==> config.mk <==
export PLATFORM = sky130hd
export DESIGN_NAME = mac_v5
export DESIGN_NICKNAME = d
export VERILOG_FILES = /design/src/rtl/mac_v5.sv
export SDC_FILE = /design/constraint.sdc
export NUM_CORES = 1
export LEC_CHECK = 0
export ABC_AREA = 0
export BUFFER_PORTS_ARGS = -buffer_cell sky130_fd_sc_hd__buf_2
export CORE_ASPECT_RATIO = 1.5
export CORE_MARGIN = 3
export CORE_UTILIZATION = 25
export DETAILED_ROUTE_END_ITERATION = 8
export PLACE_DENSITY_LB_ADDON = 0.25
export SLEW_MARGIN = 40
export SYNTH_ARGS = -nofsm -noshare
export SYNTH_HDL_FRONTEND = slang
export SYNTH_SLANG_ARGS = --single-unit
export TNS_END_PERCENT = 50
==> constraint.sdc <==
create_clock -name clk -period 3.22 [get_ports clk]
set_clock_uncertainty 0.05 [all_clocks]
set_input_delay 0.483 -clock clk [delete_from_list [all_inputs] [get_ports clk]]
set_output_delay 0.483 -clock clk [all_outputs]
set_load 0.02 [all_outputs]
==> src/rtl/mac_v5.sv <==
// Unsigned IN_W x IN_W multiply-accumulate over DEPTH-sample frames; strobes out_valid with each frame sum.
// Optional build macro MAC_SAT_EN: saturate the accumulator at 2^OUT_W-1 instead of wrapping.
module mac_v5 #(
  parameter int unsigned IN_W  = 4,
  parameter int unsigned OUT_W = 10,
  parameter int unsigned DEPTH = 9
) (
  input  logic             clk,
  input  logic             rst_n,
  input  logic [IN_W-1:0]  in1_IFM,
  input  logic [IN_W-1:0]  in2_IFM,
  input  logic             in_valid,
  output logic [OUT_W-1:0] out,
  output logic             out_valid
);

  localparam int unsigned PROD_W = 2 * IN_W;
  localparam int unsigned CNT_W  = OUT_W;
  localparam logic [CNT_W-1:0] LAST = CNT_W'(DEPTH - 1);

  logic [PROD_W-1:0] prod;
  logic [OUT_W-1:0]  acc;
  logic [OUT_W-1:0]  sum;
  logic [CNT_W-1:0]  cnt;

  assign prod = PROD_W'(in1_IFM) * PROD_W'(in2_IFM);

`ifdef MAC_SAT_EN
  localparam int unsigned SUM_W = ((PROD_W > OUT_W) ? PROD_W : OUT_W) + 1;
  localparam logic [OUT_W-1:0] MAX_SUM = '1;

  logic [SUM_W-1:0] sum_wide;

  // Clamp at full scale; once there, acc stays pinned until the frame ends.
  always_comb begin
    sum_wide = SUM_W'(acc) + SUM_W'(prod);
    sum      = (sum_wide > SUM_W'(MAX_SUM)) ? MAX_SUM : OUT_W'(sum_wide);
  end
`else
  // Modulo-2^OUT_W accumulation.
  assign sum = acc + OUT_W'(prod);
`endif

  // Frame counter, accumulator and registered outputs. Reset is active-high despite the port name.
  always_ff @(posedge clk or posedge rst_n) begin
    if (rst_n) begin
      acc       <= '0;
      cnt       <= '0;
      out       <= '0;
      out_valid <= 1'b0;
    end else begin
      out_valid <= 1'b0;
      if (in_valid) begin
        if (cnt == LAST) begin
          out       <= sum;
          out_valid <= 1'b1;
          acc       <= '0;
          cnt       <= '0;
        end else begin
          acc <= sum;
          cnt <= cnt + CNT_W'(1);
        end
      end
    end
  end

endmodule

==> run metrics, run 1 <==
layout filler cell count 850; Wirelength per Cell 13.0 microns; DR vias 1580; ys async rst share 100%; Multi-input gate area 1270 sq um; P per Cell Area 767 nW/um^2; number of global-route vias before repair 1689; drt pass-1 iters 4; sequential share of the synthesized area 37.3%; root buf cell clkbuf_16; Final Cell Area 2690 sq um; CTS Buffer Depth 2; Seq cells post-synth 31; ys flop type dfrtp_1; Post-CTS Setup Repair Bufs 0; DP HPWL 3.60 mm; final WL 4.63 mm; Final Max Slew Viols 0; DIE HEIGHT 118 microns; setup violators final 0; Post-CTS Hold Buffers 0; actual slew at the worst max-slew pin 0.415 ns; top area cells in the synthesized netlist dfrtp_1, ha_1, fa_1, nand2_1, inv_1; DRC Markers 0; CP Max Fanout 3; Hold Vio Cnt, Final 0; commonest non-fill, non-tap cells in the layout dfrtp_1, nand2_1, inv_1, buf_4, ha_1; clock-pin slew on the worst setup and hold paths 0.06 ns; # IOs 22; largest net degree at the start of global routing 32; Die Span X 80.5 microns; Util after Layout 33.3%; port buffer count 21; placed instance area 2460 sq um; setup slack at placement -0.363 ns; Distinct cells, synth 44; status finished clean; EDFF count, synth 0; worst skew pair latency 0.28 ns; type of destination of the critical path flop; Cell Area, Synth 2080 sq um; initial core utilization 25.8%; routed vias/inst 4.43; CP Launch Type input port; Rel. slew slack 72.3%; min Tclk post-route 3.13 ns; Setup WS post-layout 0.0903 ns; Yosys top cell area share 37.3%; worst min path class in2async; DRT iter0 DRCs 56; core area 8060 sq um; Reg area 776 sq um; final period utilization 97.2%; CP arrival 3.28 ns; Num CTS Buffers 5; P&R area growth vs syn 29.0%; leakage 1.32 nW; Synth area leader dfrtp_1; Critical Path RT 3.37 ns; syn avg cell area 9.96 sq um; flop-to-flop setup slack 0.74 ns; Sink Count 31; global-route wire length before repair 8.16 mm; syn_nets 249; gr usage total 11.0%; Die ar. 9480 sq um; commonest non-fill, non-tap cell in the layout dfrtp_1; critical path class in2reg; gpl congestion 0.804; Final ANT Viol Nets 0; H-tree Lvls 2; antenna violations before repair 0; Post-Synthesis Cells 209; Synth Warn # 0; Site Rows 40; TritonCTS clock tree done; layout cells sized above 1 25.8%; RSZ-0062 raised after global routing yes; grt ovf 0; max_cap viols 0; Max Fclk 0.320 GHz; diodes inserted 0; maximum VDD drop 0.353 mV; Net count, final 291
[cell type report]
cell class,count,area share (%)
clock buffers,5,4.66
clock inverters,3,0.559
inverters,26,3.63
multi-input cells,149,47.3
flip-flops and latches,31,28.9
well taps,105,4.89
repair buffers,38,10.1
[worst max-delay path, stage by stage]
cell,delay [ns]
buf_8,0.08
nand2_4,0.04
fa_1,0.55
fa_1,0.44
fa_1,0.51
inv_2,0.05
ha_4,0.27
o21ai_2,0.05
or4b_4,0.47
and4_1,0.21
o21ai_1,0.13
[layer usage]
layer | share of wire (%) | vias up | GRT usage, %
li1 | - | 799 | -
met1 | 44 | 755 | 13.8
met2 | 51 | 21 | 18.4
met3 | 3.5 | 5 | 2.53
met4 | 1.6 | 0 | 3.81
met5 | 0 | - | 0
[through the flow]
stage | power (mW) | hold slack [ns] | TNS [ns] | cells
after global routing | 2.26 | 0.282 | -0.0219 | 357
after global placement | 1.57 | 0.409 | -2.42 | 349
final | 2.06 | 0.235 | 0 | 357
after CTS | 2.08 | 0.250 | -0.000369 | 357
after detailed placement | 1.58 | 0.418 | -2.61 | 349
after floorplan | 1.27 | 0.393 | -0.0887 | 209
[path summary, 6_finish.rpt]
path	cells past startpoint	startpoint	endpoint
setup / recovery	11	in1_IFM[0]	out[6]$_DFFE_PP0P_
hold / removal	3	rst_n	cnt[8]$_DFFE_PP0P_
setup reg to reg	7	acc[2]$_DFFE_PP0P_	out[7]$_DFFE_PP0P_
hold reg to reg	1	cnt[9]$_DFFE_PP0P_	cnt[9]$_DFFE_PP0P_
max in group asynchronous	3	rst_n	acc[9]$_DFFE_PP0P_
min in group clk	1	cnt[9]$_DFFE_PP0P_	cnt[9]$_DFFE_PP0P_
[where the power goes]
| part | switching, mW | leakage (nW) | internal, mW |
|---|---|---|---|
| combinational | 0.530 | 0.849 | 0.504 |
| sequential | 0.0861 | 0.397 | 0.488 |
| clock | 0.170 | 0.0733 | 0.282 |
| total | 0.787 | 1.32 | 1.27 |
[registers in the layout, summed over array words and instances, names as in the netlist]
name       count
acc           10
cnt           10
out           10
out_valid      1
[timing repair]
action                                  in CTS  in global routing
endpoints found under the setup margin       4                 10
pin swaps                                    5                  5
resized for setup                           15                  4
[synthesized netlist by cell type (2+ instances only)]
library cell  number
dfrtp_1           31
nand2_1           28
inv_1             25
ha_1              20
and2_1            11
nor2_1            11
fa_1               9
o21ai_0            8
a21oi_1            6
xnor2_1            5
xor2_1             5
a211oi_1           4
a22o_1             4
nand4_1            4
a21o_1             2
mux2i_1            2
nand2b_1           2
o211ai_1           2
o21a_1             2
o22ai_1            2
o2bb2ai_1          2
o31ai_1            2
[logic make-up after synthesis]
logic type / synth area share [%]
flip-flops: 37.3
AND/OR/NAND/NOR: 16.2
buffers and inverters: 5.65
adder cells (fa/ha/maj): 20.7
multiplexers: 1.50
AO/OA/AOI/OAI: 14.5
XOR/XNOR: 4.21
Note: power is estimated with default switching activity, not from simulation.
==> inputs of run 2 (changes only) <==
Settings changed: PLACE_DENSITY set to 0.48, PLACE_DENSITY_LB_ADDON 0.25 to not set.
==> run 2 against run 1 <==
Compared with the run above:
- first-iteration DRC count increased by 3.6%
- highest routed layer unchanged
- utilization shrank 0.16 points
- maximum frequency shrank 0.57%
- worst setup slack worse by 0.018 ns
- clock power grew 23%
==> run metrics, run 2 (synthesized netlist as in run 1, its figures left out) <==
status finished clean (unchanged); Tot Pwr 2.14 mW (was 2.06 mW); DIE HEIGHT 118 microns (unchanged); Int Pwr 1.36 mW (was 1.27 mW); Post-CTS Hold Buffers 0 (unchanged); largest net degree at the start of global routing 32 (unchanged); CTS Buffer Depth 2 (unchanged); min Tclk post-route 3.15 ns (was 3.13 ns); gr usage total 10.6% (was 11.0%); CP startpoint in2_IFM[1] (was in1_IFM[0]); commonest non-fill, non-tap cell in the layout dfrtp_1 (unchanged); logic gate share of total power 47.2% (was 50.2%); global-route wire length before repair 7.80 mm (was 8.16 mm); Util after Layout 33.2% (was 33.3%); Reg area 776 sq um (unchanged); max_cap viols 0 (unchanged); flop-to-flop setup slack 0.77 ns (was 0.74 ns); CP Max Fanout 4 (was 3); number of global-route vias before repair 1679 (was 1689); maximum VDD drop 0.317 mV (was 0.353 mV); Hold Vio Cnt, Final 0 (unchanged); FF-to-FF End out[7]$_DFFE_PP0P_ (unchanged); commonest non-fill, non-tap cells in the layout dfrtp_1, nand2_1, inv_1, ha_1, buf_4 (was dfrtp_1, nand2_1, inv_1, buf_4, ha_1); final WL 4.58 mm (was 4.63 mm); worst skew pair latency 0.28 ns (about the same); Num CTS Buffers 5 (unchanged); Sw Pwr 0.780 mW (was 0.787 mW); final period utilization 97.8% (was 97.2%); Final Max Slew Viols 0 (unchanged); actual slew at the worst max-slew pin 0.412 ns (was 0.415 ns); P per Cell Area 802 nW/um^2 (was 767 nW/um^2); Die ar. 9480 sq um (unchanged); initial core utilization 25.8% (unchanged); Post-CTS Setup Repair Bufs 0 (unchanged); CP peak stage delay 0.55 ns (about the same); sw frac 36.4% (was 38.2%); CP max stage cell fa_1 (unchanged); gpl congestion 0.813 (was 0.804); Final ANT Viol Nets 0 (unchanged); TritonCTS clock tree done (unchanged); antenna violations before repair 0 (unchanged); DRC Markers 0 (unchanged); largest registers acc x10, cnt x10, out x10 (unchanged); Final Non-Filler Cells 356 (was 357); critical path class in2reg (unchanged); Multi-input gate area 1250 sq um (was 1270 sq um); RSZ-0062 raised after global routing yes (unchanged); leakage 1.32 nW (about the same); port buffer count 21 (unchanged); Critical Path RT 3.37 ns (about the same); DRT iter0 DRCs 58 (was 56); Max Fclk 0.318 GHz (was 0.320 GHz); placed cells 348 (was 349); Rel. slew slack 72.5% (was 72.3%); Sink Count 31 (unchanged); drt pass-1 iters 4 (unchanged); grt ovf 0 (unchanged); diodes inserted 0 (unchanged); CP Launch Type input port (unchanged); H-tree Lvls 2 (unchanged); cell depth of the worst setup path 11 (unchanged); layout filler cell count 828 (was 850); worst min path class in2async (unchanged); CP arrival 3.30 ns (was 3.28 ns); FF-to-FF path depth 7 (unchanged); core area 8060 sq um (unchanged); Worst path top cell family by delay adder cells (unchanged); CP endpoint out[6]$_DFFE_PP0P_ (unchanged); Site Rows 40 (unchanged); Die Span X 80.5 microns (unchanged); P&R area growth vs syn 28.4% (was 29.0%); DR vias 1604 (was 1580); Crit path top cell by count fa_1 (unchanged); layout cells sized above 1 24.3% (was 25.8%); Worst Path Buf+Inv 2 (unchanged); Clk network pwr share 26.0% (was 21.9%); Net count, final 290 (was 291); crit path cell chain buf_6 -> nand2_4 -> fa_1 -> fa_1 -> fa_1 -> inv_2 -> ha_4 -> o21ai_2 -> or4b_4 -> and4_1 -> o21ai_1 (was buf_8 -> nand2_4 -> fa_1 -> fa_1 -> fa_1 -> inv_2 -> ha_4 -> o21ai_2 -> or4b_4 -> and4_1 -> o21ai_1); Sequential Power Share 26.8% (was 27.8%); setup violators final 0 (unchanged); root buf cell clkbuf_16 (unchanged); routed vias/inst 4.51 (was 4.43); Wirelength per Cell 12.9 microns (was 13.0 microns); WHS 0.234 ns (was 0.235 ns); DP HPWL 3.55 mm (was 3.60 mm); FF-to-FF Start acc[2]$_DFFE_PP0P_ (unchanged); # IOs 22 (unchanged); type of destination of the critical path flop (unchanged); setup_tns 0 ns (unchanged); clock-pin slew on the worst setup and hold paths 0.06 ns (about the same)
## run 2: worst min path at each step
stage                    endpoint  slack (ns)          startpoint
2_1_floorplan  cnt[9]$_DFFE_PP0P_        0.39  cnt[9]$_DFFE_PP0P_
3_3_place_gp   out[0]$_DFFE_PP0P_        0.41  out[0]$_DFFE_PP0P_
3_5_place_dp   out[0]$_DFFE_PP0P_        0.41  out[0]$_DFFE_PP0P_
4_1_cts        out[0]$_DFFE_PP0P_        0.25               rst_n
5_1_grt        out[0]$_DFFE_PP0P_        0.28               rst_n
6_report       out[0]$_DFFE_PP0P_        0.23               rst_n
## run 2: layout make-up
class	count	area share, %
Timing Repair Buffer	37	9.08
Clock buffer	6	5.19
Tap cell	105	4.91
Inverter	26	3.65
Sequential cell	31	29.0
Clock inverter	2	1.31
Multi-Input combinational cell	149	46.8
## run 2: per-stage QoR
step,cell area [sq um],worst slack [ns]
after floorplan,2120,-0.0416
after global placement,2460,-0.267
after detailed placement,2460,-0.299
after CTS,2630,0.00356
after global routing,2670,-0.0236
final,2670,0.0722
## run 2: timing repair
action	CTS	global route
resized for setup	1	12
pin swaps	0	1
setup endpoints to repair	2	10
## run 2: power groups by stage
stage	clock [mW]	sequential, mW	combinational (mW)
after floorplan	0	0.558	0.711
after global placement	0	0.581	0.985
after detailed placement	0	0.582	0.983
after CTS	0.572	0.576	0.994
after global routing	0.597	0.591	1.14
final	0.558	0.575	1.01
## run 2: per-layer routing
layer	track usage, %	part of all wire, %
met1	13.2	45
met3	1.99	2.7
met2	17.6	51
met4	4.65	2.1
met5	0	0
## run 2: worst register-to-register path, cell delays in order, from the launching register on
cell	delay, ns
dfrtp_1	0.40
fa_1	0.58
inv_1	0.07
fa_1	0.49
nor2b_4	0.17
o31ai_4	0.10
a21o_1	0.20
a221o_1	0.28
